$ cat src/rtl/data_mem_pkg.sv
// Shared constants and state encoding for the data-memory arbiter.
package data_mem_pkg;

  localparam int unsigned MEM_DEPTH    = 32;
  localparam int unsigned MEM_LOCK_MAX = 8;
  localparam int unsigned AW           = 8;
  localparam int unsigned DW           = 8;

  typedef enum logic [1:0] {
    IDLE = 2'd0,
    OWN0 = 2'd1,
    OWN1 = 2'd2
  } arb_state_t;

endpackage

$ cat src/rtl/dm_resp_reg.sv
// Per-port response register: read data, read-valid pulse and range-error pulse.
module dm_resp_reg
  import data_mem_pkg::*;
(
  input  logic          clk,
  input  logic          rst,
  input  logic          gnt,
  input  logic          we,
  input  logic          in_range,
  input  logic [DW-1:0] mem_rdata,
  output logic          rvalid,
  output logic          err,
  output logic [DW-1:0] rdata
);

  always_ff @(posedge clk) begin
    if (rst) begin
      rvalid <= 1'b0;
      err    <= 1'b0;
      rdata  <= '0;
    end else begin
      rvalid <= gnt & ~we;
      err    <= gnt & ~in_range;
      if (gnt && !we) rdata <= in_range ? mem_rdata : '0;
    end
  end

endmodule

$ cat src/rtl/data_mem_arbiter.sv
// Round-robin arbiter with bounded lock sharing one data memory between two ports.
module data_mem_arbiter
  import data_mem_pkg::*;
#(
  parameter int unsigned DEPTH    = MEM_DEPTH,
  parameter int unsigned LOCK_MAX = MEM_LOCK_MAX
) (
  input  logic          Oscillator,
  input  logic          Reset,
  input  logic          p0_req,
  input  logic          p0_we,
  input  logic          p0_lock,
  input  logic [AW-1:0] p0_addr,
  input  logic [DW-1:0] p0_wdata,
  output logic          p0_gnt,
  output logic          p0_rvalid,
  output logic [DW-1:0] p0_rdata,
  output logic          p0_err,
  input  logic          p1_req,
  input  logic          p1_we,
  input  logic          p1_lock,
  input  logic [AW-1:0] p1_addr,
  input  logic [DW-1:0] p1_wdata,
  output logic          p1_gnt,
  output logic          p1_rvalid,
  output logic [DW-1:0] p1_rdata,
  output logic          p1_err,
  output logic [AW-1:0] Address,
  output logic [DW-1:0] WriteData,
  output logic          MemWrite,
  output logic          MemRead,
  input  logic [DW-1:0] ReadData
);

  localparam int unsigned CW       = $clog2(LOCK_MAX);
  localparam logic [CW-1:0] CNT_LAST = CW'(LOCK_MAX - 1);
  localparam logic [AW:0]   DEPTH_W  = (AW + 1)'(DEPTH);

  arb_state_t    state, state_n;
  logic          last_gnt, last_n;
  logic [CW-1:0] lock_cnt, cnt_n;
  logic          in_range0, in_range1;
  logic          rv0, rv1, er0, er1;

  assign in_range0 = {1'b0, p0_addr} < DEPTH_W;
  assign in_range1 = {1'b0, p1_addr} < DEPTH_W;

  always_ff @(posedge Oscillator) begin
    if (Reset) begin
      state    <= IDLE;
      last_gnt <= 1'b1;
      lock_cnt <= '0;
    end else begin
      state    <= state_n;
      last_gnt <= last_n;
      lock_cnt <= cnt_n;
    end
  end

  // The IDLE grant cycle is the first owned cycle, so release is checked on the
  // incremented count to cap ownership at LOCK_MAX cycles.
  always_comb begin
    p0_gnt  = 1'b0;
    p1_gnt  = 1'b0;
    state_n = state;
    last_n  = last_gnt;
    cnt_n   = lock_cnt;
    unique case (state)
      IDLE: begin
        cnt_n = '0;
        if (p0_req && (!p1_req || last_gnt)) p0_gnt = 1'b1;
        else if (p1_req)                    p1_gnt = 1'b1;
        if (p0_gnt) begin
          last_n = 1'b0;
          if (p0_lock) state_n = OWN0;
        end
        if (p1_gnt) begin
          last_n = 1'b1;
          if (p1_lock) state_n = OWN1;
        end
      end
      OWN0: begin
        p0_gnt = p0_req;
        cnt_n  = lock_cnt + CW'(1);
        if (p0_gnt) last_n = 1'b0;
        if (!p0_lock || cnt_n == CNT_LAST) begin
          state_n = IDLE;
          last_n  = 1'b0;
          cnt_n   = '0;
        end
      end
      OWN1: begin
        p1_gnt = p1_req;
        cnt_n  = lock_cnt + CW'(1);
        if (p1_gnt) last_n = 1'b1;
        if (!p1_lock || cnt_n == CNT_LAST) begin
          state_n = IDLE;
          last_n  = 1'b1;
          cnt_n   = '0;
        end
      end
      default: state_n = IDLE;
    endcase
    if (Reset) begin
      p0_gnt = 1'b0;
      p1_gnt = 1'b0;
    end
  end

  always_comb begin
    Address   = '0;
    WriteData = '0;
    if (p0_gnt) begin
      Address   = p0_addr;
      WriteData = p0_wdata;
    end else if (p1_gnt) begin
      Address   = p1_addr;
      WriteData = p1_wdata;
    end
  end

  assign MemWrite = (p0_gnt & p0_we & in_range0) | (p1_gnt & p1_we & in_range1);
  assign MemRead  = (p0_gnt & ~p0_we & in_range0) | (p1_gnt & ~p1_we & in_range1);

  dm_resp_reg u_resp0 (
    .clk       (Oscillator),
    .rst       (Reset),
    .gnt       (p0_gnt),
    .we        (p0_we),
    .in_range  (in_range0),
    .mem_rdata (ReadData),
    .rvalid    (rv0),
    .err       (er0),
    .rdata     (p0_rdata)
  );

  dm_resp_reg u_resp1 (
    .clk       (Oscillator),
    .rst       (Reset),
    .gnt       (p1_gnt),
    .we        (p1_we),
    .in_range  (in_range1),
    .mem_rdata (ReadData),
    .rvalid    (rv1),
    .err       (er1),
    .rdata     (p1_rdata)
  );

  // Pulses registered just before Reset must not leak out during the Reset cycle.
  assign p0_rvalid = rv0 & ~Reset;
  assign p0_err    = er0 & ~Reset;
  assign p1_rvalid = rv1 & ~Reset;
  assign p1_err    = er1 & ~Reset;

endmodule

$ cat config.mk
export PLATFORM = sky130hd
export DESIGN_NAME = data_mem_arbiter
export DESIGN_NICKNAME = d
export VERILOG_FILES = /design/src/rtl/data_mem_pkg.sv /design/src/rtl/dm_resp_reg.sv /design/src/rtl/data_mem_arbiter.sv
export SDC_FILE = /design/constraint.sdc
export NUM_CORES = 1
export LEC_CHECK = 0
export CAP_MARGIN = 20
export CORE_MARGIN = 4
export CORE_UTILIZATION = 35
export CTS_BUF_LIST = sky130_fd_sc_hd__clkbuf_4 sky130_fd_sc_hd__clkbuf_8
export CTS_CLUSTER_DIAMETER = 150
export CTS_CLUSTER_SIZE = 16
export DETAILED_ROUTE_END_ITERATION = 7
export PLACE_DENSITY = 0.75
export SLEW_MARGIN = 0
export SYNTH_ARGS = -nofsm -noshare
export SYNTH_HDL_FRONTEND = slang
export SYNTH_HIERARCHICAL = 1
export SYNTH_SLANG_ARGS = --single-unit
$ cat constraint.sdc
create_clock -name Oscillator -period 4.1 [get_ports Oscillator]
set_input_delay 0.82 -clock Oscillator [delete_from_list [all_inputs] [get_ports Oscillator]]
set_output_delay 0.82 -clock Oscillator [all_outputs]
set_load 0.01 [all_outputs]
# Word-level counts from Yosys, hierarchy flattened
# Cells that the tools add are included.
[totals] register_bits=26 in_bits=48
[classes] eq_ne=8 mux=32 reduce_logical=15 n_lt_le_gt_ge=2 bitwise_logic=21 addsub=1
[ops] operator="2-to-1 mux 8 bit" count=6
[ops] operator="< comparator 8 x 6 -> 1 bit (second input constant)" count=2
[ops] operator="bitwise AND 1 bit" count=14
[ops] operator="2-to-1 mux 1 bit" count=13
[ops] operator="2-to-1 mux 2 bit" count=6
[ops] operator="inequality test 3 bit (second input constant)" count=3
[ops] operator="one-hot mux 3 bit (3 select lines)" count=1
[ops] operator="2-to-1 mux 3 bit" count=2
[ops] operator="one-hot mux 2 bit (3 select lines)" count=1
[ops] operator="logical NOT 1 bit" count=5
[ops] operator="NOT 1 bit" count=5
[ops] operator="inequality test 2 bit (second input constant)" count=2
[ops] operator="one-hot mux 1 bit (2 select lines)" count=2
[ops] operator="AND reduction 4 bit" count=1
[ops] operator="adder 3 x 1 -> 3 bit (second input constant)" count=1
[ops] operator="== test 3 bit (second input constant)" count=1
[ops] operator="logical AND 1 bit" count=3
[ops] operator="logical OR 1 bit" count=3
[ops] operator="one-hot mux 1 bit (3 select lines)" count=1
[ops] operator="nonzero test 3 bit" count=1
[ops] operator="== test 2 x 1 -> 1 bit (second input constant)" count=1
[ops] operator="== test 2 bit (second input constant)" count=1
[ops] operator="logical NOT 2 bit" count=1
[ops] operator="OR 1 bit" count=2
[ops] operator="AND reduction 2 bit" count=1

# Longest topological paths before layout
# Gate-level depths: netlist (run 1).
[depth] ltp_word=10 mapped_depth=9

# By module
# The synthesis (run 1) kept the hierarchy.
[modules_own_cells] module="dm_resp_reg" n_inst=2 area_each_um2=389.1 cells_per_inst=42 seq_area_each_um2=200.2
[modules_own_cells] module="data_mem_arbiter" n_inst=1 area_each_um2=718.2 cells_per_inst=87 seq_area_each_um2=120.1

# Least setup slack after synthesis (run 1)
# No wires, ideal clock.
[synth_timing] path_type="input -> output" from="input p0_req" to="output Address[0]" t_required_ns=3.280 slack_ns=1.551 path_stages=5 arrival_ns=1.729 path_buffers=1 path_cell_list="a21boi_0 > o211a_1 > o21a_4 > buf_4 > a22o_1"
[synth_via] elab_chain_len=7 word_cells_on_any_way=11
[synth_rtl] element="start: declaration" line="data_mem_arbiter.sv:10" rtl="input logic p0_req,"
[synth_rtl] element="logical AND 1 bit" line="data_mem_arbiter.sv:71" rtl="if (p0_req && (!p1_req || last_gnt)) p0_gnt = 1'b1;"
[synth_rtl] element="2-to-1 mux 1 bit" line="data_mem_arbiter.sv:71"
[synth_rtl] element="2-to-1 mux 1 bit" line="data_mem_arbiter.sv:68" rtl="unique case (state)"
[synth_rtl] element="one-hot mux 1 bit (2 select lines)" line="data_mem_arbiter.sv:68"
[synth_rtl] element="2-to-1 mux 1 bit" line="data_mem_arbiter.sv:104" rtl="if (Reset) begin"
[synth_rtl] element="via p1_gnt" line="data_mem_arbiter.sv:24" rtl="output logic p1_gnt,"
[synth_rtl] element="2-to-1 mux 8 bit" line="data_mem_arbiter.sv:116" rtl="end else if (p1_gnt) begin"
[synth_rtl] element="2-to-1 mux 8 bit" line="data_mem_arbiter.sv:113" rtl="if (p0_gnt) begin"
[synth_rtl] element="end: declaration" line="data_mem_arbiter.sv:28" rtl="output logic [AW-1:0] Address,"
# The timed path passes the listed nets, and every way through them passes these cells. The select of a mux whose other input is x is not followed.

# Final worst setup path (run 1)
[layout_timing] from="input p0_req" to="output WriteData[6]"
[layout_via] elab_chain_len=7 word_cells_on_any_way=11
[layout_rtl] element="logical AND 1 bit" line="data_mem_arbiter.sv:71"
[layout_rtl] element="2-to-1 mux 1 bit" line="data_mem_arbiter.sv:71"
[layout_rtl] element="2-to-1 mux 1 bit" line="data_mem_arbiter.sv:68"
[layout_rtl] element="one-hot mux 1 bit (2 select lines)" line="data_mem_arbiter.sv:68"
[layout_rtl] element="2-to-1 mux 1 bit" line="data_mem_arbiter.sv:104"
[layout_rtl] element="2-to-1 mux 8 bit" line="data_mem_arbiter.sv:116"
[layout_rtl] element="2-to-1 mux 8 bit *" line="data_mem_arbiter.sv:113"
[layout_rtl] element="end: declaration" line="data_mem_arbiter.sv:29" rtl="output logic [DW-1:0] WriteData,"
# Mark *: on every way between the ends. The rest lies on a longest branch, timed or not. The select of a mux whose other input is x is not followed.

==> results of run 1 <==
## cells in the final DEF (no fill, tap or decap), types with 4 or more instances in the layout
cell type | Yosys | final
clkbuf_8 | 0 | 4
nand2_1 | 21 | 21
dfxtp_1 | 26 | 26
ha_1 | 6 | 6
nand3_1 | 18 | 18
clkdlybuf4s50_1 | 0 | 87
a21oi_1 | 19 | 19
buf_4 | 4 | 4
a22o_1 | 16 | 16
nor2b_1 | 4 | 4
inv_1 | 9 | 9
## power by group
group | switching, mW | leakage [nW] | internal, mW | total (mW)
clock | 0.0774 | 0.0288 | 0.0858 | 0.163
sequential | 0.00335 | 0.210 | 0.258 | 0.261
combinational | 0.0749 | 0.634 | 0.103 | 0.178
total | 0.156 | 0.873 | 0.447 | 0.602
## final cells by class
type	count	area share
timing repair buffer	91	0.374
multi-input combinational	125	0.348
sequential	26	0.216
tap	50	0.0259
clock buffer	4	0.0228
inverter	9	0.0140
## critical path: stages
cell	delay, ps
clkdlybuf4s50_1	490
a21boi_0	210
o211a_1	280
o21a_4	280
a22o_1	160
clkdlybuf4s50_1	540
## routing by layer
metal / routed length [um] / global-route usage / vias up
met5: 0 / 0 / -
li1: - / - / 782
met3: 219 / 0.0356 / 6
met4: 40 / 0.0221 / 0
met2: 2270 / 0.289 / 38
met1: 1920 / 0.215 / 720
## flip-flops by register name (all words and copies together), names as in the netlist
name / cells
u_resp1/rvalid: 1
u_resp0/rvalid: 1
lock_cnt: 3
state: 2
u_resp1/rdata: 8
u_resp0/err: 1
last_gnt: 1
u_resp0/rdata: 8
u_resp1/err: 1
## cell families after synthesis
kind of cell / count (synthesis)
XOR/XNOR: 1
AND/OR/NAND/NOR: 66
adder cells (fa/ha/maj): 6
flip-flops: 26
buffers and inverters: 20
AO/OA/AOI/OAI: 52
## path summary, 6_finish.rpt
path	to	depth (start not counted)	slack, ps
max	WriteData[6]	6	490
min	u_resp0/rdata[5]	2	460
max reg2reg	u_resp1/rdata[2]	7	2290
min reg2reg	u_resp0/rdata[5]	2	460
## stage by stage
| stage | power [mW] | setup slack (ps) | hold WS (ps) |
|---|---|---|---|
| 6_report | 0.602 | 486 | 456 |
| 5_1_grt | 0.633 | 332 | 471 |
| 4_1_cts | 0.609 | 469 | 460 |
| 3_5_place_dp | 0.445 | 483 | 446 |
| 3_3_place_gp | 0.444 | 531 | 439 |
| 2_1_floorplan | 0.352 | 1550 | 472 |
==> out/metrics.yaml, run 1 <==
synth:
  synth_cell_type_count: 39
  synthArstFlopShare: 0
  yosys.area_share.adder: 0.0502
  synth_warnings: 6
  ys_seq_area_frac: 0.348
  synth_xor_area_frac: 0.00585
  synth_nets: 225
  ys_top_cells_by_area: "dfxtp_1, a22o_1, a21oi_1"
  synth_top_flop_cell: "dfxtp_1"
  synth-simple-area-share: 0.252
  yosys-mux-area-fraction: 0
  mappedNetlistArea_sq_um: 1500
  synth-edff-count: 0
  synth_compound_area_frac: 0.253
  synth_top_area_cell: "dfxtp_1"
  syn_inst: 171
  ys_top_cells_by_count: "dfxtp_1, nand2_1, a21oi_1"
  avgSynthCellArea_sq_um: 8.75
  synth_top_family_by_area: "compound AO/OA/AOI/OAI gates"
  synth-seq-cells: 26
  synth_most_common_cell: "dfxtp_1"
  yosysTopAreaCellShare: 0.348
floorplanning:
  initial_core_util: 0.369
  io_pins: 88
  core-area_sq_um: 4060
  num_rows: 23
  dieHeight_um: 73.4
  die_w_um: 73.4
  fp.dieArea_sq_um: 5390
setup_path:
  startpoint_type: "input pin"
  critPathKind: "in2out"
  crit_fanout: 16
  critPathRequiredTime_ps: 3280
  endpoint_kind: "primary output"
  cp.arrival_ps: 2790
  critPathLaunch: "p0_req"
  r2r_start: "state[1]"
sta:
  tightest_slew_ps: 532
  fmax_ghz: 0.277
  finalClockSkew_ps: 3.12
  drv_slew: 0
  rsz0062_at_grt: "no"
  fin_crit_ps: 3610
  final-hold-violation-count: 0
  period_share: 0.881
  relSlewSlack: 0.642
  final.setup.tns_ps: 0
  setup_viol: 0
outcome:
  outcome: "completed"
placement:
  place.gp.congestion: 0.817
  dp.cells: 301
  place_hpwl_um: 3450
  place_area_sq_um: 2360
  port_buffers: 87
pwr:
  ir_drop_v: 0.000260
  p_leak_nw: 0.873
  powerDensity_nw_per_um2: 250
clock_network:
  cts_hold_buf: 0
  insertion_delay_ps: 270
  cts_tree: "built"
  cts_resized: 0
  cts_setup_buffers: 0
  cts-root-buf: "clkbuf_8"
  cts_htree_levels: 1
  clkTransAtPathRegs_ps: 90
  cts-buffers-inserted: 3
  clk_path_buf_depth: 2
  cts_sinks: 26
cells_and_area:
  seqCellArea_sq_um: 520
  final_cell_area_sq_um: 2410
  syn_to_final_growth_pct: 61.1
  drive_above_1_share: 0.0706
  layout.nets: 310
  final_core_util: 0.594
  fill_cells: 378
  multi_input_area_sq_um: 838
  antenna_cells: 0
  final_cell_count_no_fill: 305
global_route:
  grt_pass1_vias: 1523
  grt_max_degree: 35
  grt_pass1_wl_um: 7180
  grt.overflow.total: 0
  antenna_found_initial: 0
  groute.usage.overall: 0.166
routing:
  num_vias: 1546
  drt_iter0_markers: 149
  drcViolationCount: 0
  routedWlPerCell_um: 14.6
  final_antenna_net_count: 0
  finalWirelength_um: 4450
  drtPass1Iterations: 4
  vias_per_cell: 5.07
min_path:
  worstHoldPathType: "reg2reg"
  min_from: "u_resp0/rdata[5]"
run:
  drv_cap: 0
Note: power is estimated with default switching activity, not from simulation.
==> inputs of run 2 (changes only) <==
--- a/config.mk
+++ b/config.mk
@@ -6,13 +6,13 @@
 export NUM_CORES = 1
 export LEC_CHECK = 0
 export CAP_MARGIN = 20
-export CORE_MARGIN = 4
+export CORE_MARGIN = 1.5
 export CORE_UTILIZATION = 35
 export CTS_BUF_LIST = sky130_fd_sc_hd__clkbuf_4 sky130_fd_sc_hd__clkbuf_8
 export CTS_CLUSTER_DIAMETER = 150
 export CTS_CLUSTER_SIZE = 16
 export DETAILED_ROUTE_END_ITERATION = 7
-export PLACE_DENSITY = 0.75
+export DONT_BUFFER_PORTS = 1
 export SLEW_MARGIN = 0
 export SYNTH_ARGS = -nofsm -noshare
 export SYNTH_HDL_FRONTEND = slang
==> run 2 against run 1 <==
Compared with the run above:
- via count fell by 18%
- cell count fell by 29%
- clock skew shrank 1.1 ps
- sequential cell count did not move
- sequential power about the same
- register-to-register slack worse by 410 ps
- wire length down 16%
- design area shrank 36%
- highest routed layer unchanged
==> out/metrics.yaml, run 2 (synthesis results as in run 1) <==
outcome:
  outcome: "completed"
sta:
  final-hold-violation-count: 0
  final.setup.tns_ps: 0
  tightest_slew_ps: 818
  setup_viol: 0
  finalClockSkew_ps: 2.01
  fmax_ghz: 0.342
  period_share: 0.713
  drv_slew: 0
  relSlewSlack: 0.453
  fin_crit_ps: 2920
  rsz0062_at_grt: "no"
min_path:
  worstHoldPathType: "reg2reg"
global_route:
  grt_pass1_wl_um: 5830
  grt.overflow.total: 0
  antenna_found_initial: 0
  grt_max_degree: 37
  groute.usage.overall: 0.163
  grt_pass1_vias: 1223
pwr:
  p_sw_mw: 0.133
  p_leak_nw: 0.548
  intPower_mw: 0.423
  seqPwrFrac: 0.471
  ir_drop_v: 0.000189
  power_switching_share: 0.240
  p_comb_frac: 0.156
  pwr-share-clk: 0.373
  powerDensity_nw_per_um2: 361
placement:
  dp.cells: 212
  port_buffers: 0
  place_hpwl_um: 2910
  place.gp.congestion: 0.768
routing:
  drtPass1Iterations: 4
  num_vias: 1264
  finalWirelength_um: 3730
  drt_iter0_markers: 93
  met1Wirelength_um: 1520
  dr_wl_met2_um: 1940
  vias_per_cell: 5.85
  top_layer: "met4"
  final_antenna_net_count: 0
  drcViolationCount: 0
  wl_met3_um: 256
  routedWlPerCell_um: 17.3
setup_path:
  cp.arrival_ps: 2100
  r2r_slack_ps: 1880
  endpoint_kind: "primary output"
  startpoint_type: "flop"
  crit_slowest_cell: "nor3_4"
  critPathRequiredTime_ps: 3280
  path_cells: "inv_1 -> ha_1 -> a21oi_2 -> nor3_4 -> a32o_1"
  crit_path_max_incr_delay_ps: 640
  critPathKind: "reg2out"
  crit_fanout: 22
  cp_num_buf_inv: 1
  crit_family: "simple AND/OR/NAND/NOR gates"
cells_and_area:
  multi_input_area_sq_um: 838
  seqCellArea_sq_um: 520
  largestRegisters: "u_resp0/rdata: 8 flops, u_resp1/rdata: 8 flops, lock_cnt: 3 flops"
  layout.nets: 221
  syn_to_final_growth_pct: 3.01
  fill_cells: 430
  final_common_cell: "dfxtp_1"
  antenna_cells: 0
  layout_common_cells: "dfxtp_1, nand2_1, a21oi_1, nand3_1, a22o_1"
  final_cell_count_no_fill: 216
  drive_above_1_share: 0.0964
clock_network:
  clkTransAtPathRegs_ps: 90
  cts-buffers-inserted: 3
  cts-root-buf: "clkbuf_8"
  insertion_delay_ps: 260
  cts_htree_levels: 1
  clk_path_buf_depth: 2
  cts_hold_buf: 0
  cts_tree: "built"
  cts_setup_buffers: 0
  cts_sinks: 26
  cts_resized: 0
floorplanning:
  dieHeight_um: 68.4
  io_pins: 88
  num_rows: 23
  fp.dieArea_sq_um: 4680
  die_w_um: 68.4
  core-area_sq_um: 4060
  initial_core_util: 0.369
run:
  drv_cap: 0
-- run 2: cell count changes in the layout (fill, tap and decap cells not counted), sizes merged --
cell	change
bufinv	+1
clkdlybuf4s50	-87
buf	-2
clkbuf	-1
-- run 2: worst paths after layout --
path                          from               end  depth (start not counted)
setup / recovery          state[1]           MemRead                          5
hold / removal    u_resp0/rdata[0]  u_resp0/rdata[0]                          2
setup reg to reg          state[1]  u_resp0/rdata[4]                          7
hold reg to reg   u_resp0/rdata[0]  u_resp0/rdata[0]                          2
-- run 2: worst register-to-register path, stage by stage (launching register included) --
cell and delay [ps]:
dfxtp_1 340, inv_1 110, ha_1 290, a21oi_2 120
nor3_4 640, nand2b_1 390, nand2_1 160, a21oi_1 70
-- run 2: power by group through the flow --
| stage | registers (mW) | logic [mW] | clock network [mW] |
|---|---|---|---|
| floorplan | 0.267 | 0.0849 | 0 |
| global route | 0.263 | 0.0949 | 0.225 |
| detailed placement | 0.268 | 0.0870 | 0 |
| CTS | 0.262 | 0.0875 | 0.215 |
| finish | 0.262 | 0.0869 | 0.208 |
| global placement | 0.268 | 0.0837 | 0 |
-- run 2: metal layers --
layer  up-vias  GRT usage
met4         0     0.0200
met2        42      0.281
met1       615      0.205
met5         -          0
met3         2     0.0493
li1        605          -
-- run 2: metrics by stage --
| step | cell area (sq um) | power (mW) | worst slack [ps] | util | hold slack (ps) |
|---|---|---|---|---|---|
| final | 1540 | 0.557 | 1180 | 0.380 | 502 |
| after global routing | 1540 | 0.583 | 1010 | 0.380 | 515 |
| after CTS | 1540 | 0.565 | 1150 | 0.380 | 503 |
| after detailed placement | 1470 | 0.355 | 1280 | 0.362 | 491 |
| after global placement | 1470 | 0.351 | 1350 | 0.362 | 484 |
| after floorplan | 1500 | 0.352 | 1550 | - | 472 |
-- run 2: final cells by class --
type,instances,area share
Multi-Input combinational cell,125,0.544
Sequential cell,26,0.338
Tap cell,50,0.0406
Clock buffer,3,0.0268
Inverter,9,0.0219
Clock inverter,1,0.0195
Timing Repair Buffer,2,0.00974
==> inputs of run 3 (changes only) <==
==> constraint.sdc (replaced) <==
create_clock -name Oscillator -period 3 [get_ports Oscillator]
set_input_delay 0.6 -clock Oscillator [delete_from_list [all_inputs] [get_ports Oscillator]]
set_output_delay 0.6 -clock Oscillator [all_outputs]
set_load 0.01 [all_outputs]
==> run 3 against run 2 <==
Compared with the run above:
- design area grew 0.49%
- sequential power grew 37%
- clock power grew 39%
- worst hold slack lost 110 ps
- via count shrank 1.2%
- clock-buffer cell count is the same
- critical path depth grew 1
- combinational power grew 39%
==> out/metrics.yaml, run 3 (synthesis results as in run 1) <==
outcome:
  outcome: "completed"
sta:
  final-hold-violation-count: 0
  period_share: 0.869
  final.setup.tns_ps: 0
  tightest_slew_ps: 335
  fin_crit_ps: 2610
  finalClockSkew_ps: 3.96
  setup_viol: 0
  drv_slew: 0
  rsz0062_at_grt: "no"
  fmax_ghz: 0.384
  relSlewSlack: 0.777
global_route:
  grt_pass1_wl_um: 5640
  antenna_found_initial: 0
  grt_max_degree: 37
  grt.overflow.total: 0
  groute.usage.overall: 0.161
  grt_pass1_vias: 1184
cells_and_area:
  layout_common_cells: "dfxtp_1, nand2_1, a21oi_1, nand3_1, a22o_1"
  final_common_cell: "dfxtp_1"
  syn_to_final_growth_pct: 3.51
  final_cell_area_sq_um: 1550
  fill_cells: 411
  layout.nets: 222
  drive_above_1_share: 0.102
  final_core_util: 0.382
  antenna_cells: 0
  largestRegisters: "u_resp0/rdata: 8 flops, u_resp1/rdata: 8 flops, lock_cnt: 3 flops"
setup_path:
  critPathRequiredTime_ps: 2400
  path_cells: "inv_1 -> ha_1 -> a21boi_0 -> o211a_1 -> o21a_4 -> a22o_1"
  startpoint_type: "flop"
  r2r_start: "state[1]"
  endpoint_kind: "primary output"
  critPathLaunch: "state[1]"
  crit_slowest_cell: "dfxtp_1"
  critPathKind: "reg2out"
  cp.arrival_ps: 2010
  crit_fanout: 16
  crit_path_max_incr_delay_ps: 340
min_path:
  min_from: "Reset"
  worstHoldPathType: "in2reg"
routing:
  routedWlPerCell_um: 17.1
  final_antenna_net_count: 0
  vias_per_cell: 5.76
  drt_iter0_markers: 70
  drcViolationCount: 0
  drtPass1Iterations: 5
  num_vias: 1249
  finalWirelength_um: 3700
clock_network:
  cts_sinks: 26
  clk_path_buf_depth: 2
  insertion_delay_ps: 270
  cts_setup_buffers: 0
  cts_htree_levels: 1
  cts-buffers-inserted: 3
  cts-root-buf: "clkbuf_8"
  cts_resized: 0
  cts_hold_buf: 0
  clkTransAtPathRegs_ps: 90
  cts_tree: "built"
floorplanning:
  core-area_sq_um: 4060
  fp.dieArea_sq_um: 4680
  dieHeight_um: 68.4
  num_rows: 23
  die_w_um: 68.4
  initial_core_util: 0.369
  io_pins: 88
placement:
  port_buffers: 0
  place_area_sq_um: 1480
  place_hpwl_um: 2910
  place.gp.congestion: 0.780
run:
  drv_cap: 0
pwr:
  p_leak_nw: 0.553
  powerDensity_nw_per_um2: 496
  ir_drop_v: 0.000189
## run 3: area by class of cell
class                   count  area, sq um  share of cell area
well taps                  50         62.6              0.0404
repair buffers              3         22.5              0.0145
inverters                   9         33.8              0.0218
multi-input cells         125          838               0.541
clock buffers               3         41.3              0.0267
clock inverters             1         30.0              0.0194
flip-flops and latches     26          520               0.336
## run 3: critical path, delay by kind of cell, from the launching register on
family	cells	cell delay [ps]
flip-flops	1	340
adder cells (fa/ha/maj)	1	260
AO/OA/AOI/OAI	4	1030
buffers and inverters	1	110
## run 3: path summary, 6_finish.rpt
kind | to | slack (ps) | cells past startpoint
worst max register to register | u_resp1/rdata[5] | 1150 | 7
worst min register to register | u_resp1/rdata[5] | 500 | 2
worst max-delay path | Address[3] | 390 | 6
worst min-delay path | state[0] | 390 | 1
## run 3: power by group
group	internal, mW	leakage, nW	switching, mW
combinational	0.0490	0.307	0.0717
clock	0.178	0.0357	0.111
sequential	0.353	0.210	0.00572
total	0.580	0.553	0.189
## run 3: metal layers
layer	GRT usage	vias to the layer above	share of wire
li1	-	605	-
met1	0.201	597	0.43
met2	0.269	45	0.50
met3	0.0461	2	0.069
met4	0.0450	0	0.0051
met5	0	-	0
## run 3: through the flow
stage	hold slack [ps]	total power [mW]	std cells	setup WS (ps)
floorplan	472	0.481	171	807
global placement	484	0.481	213	823
detailed placement	488	0.487	213	708
CTS	378	0.777	217	400
global route	376	0.802	217	239
finish	391	0.769	217	394
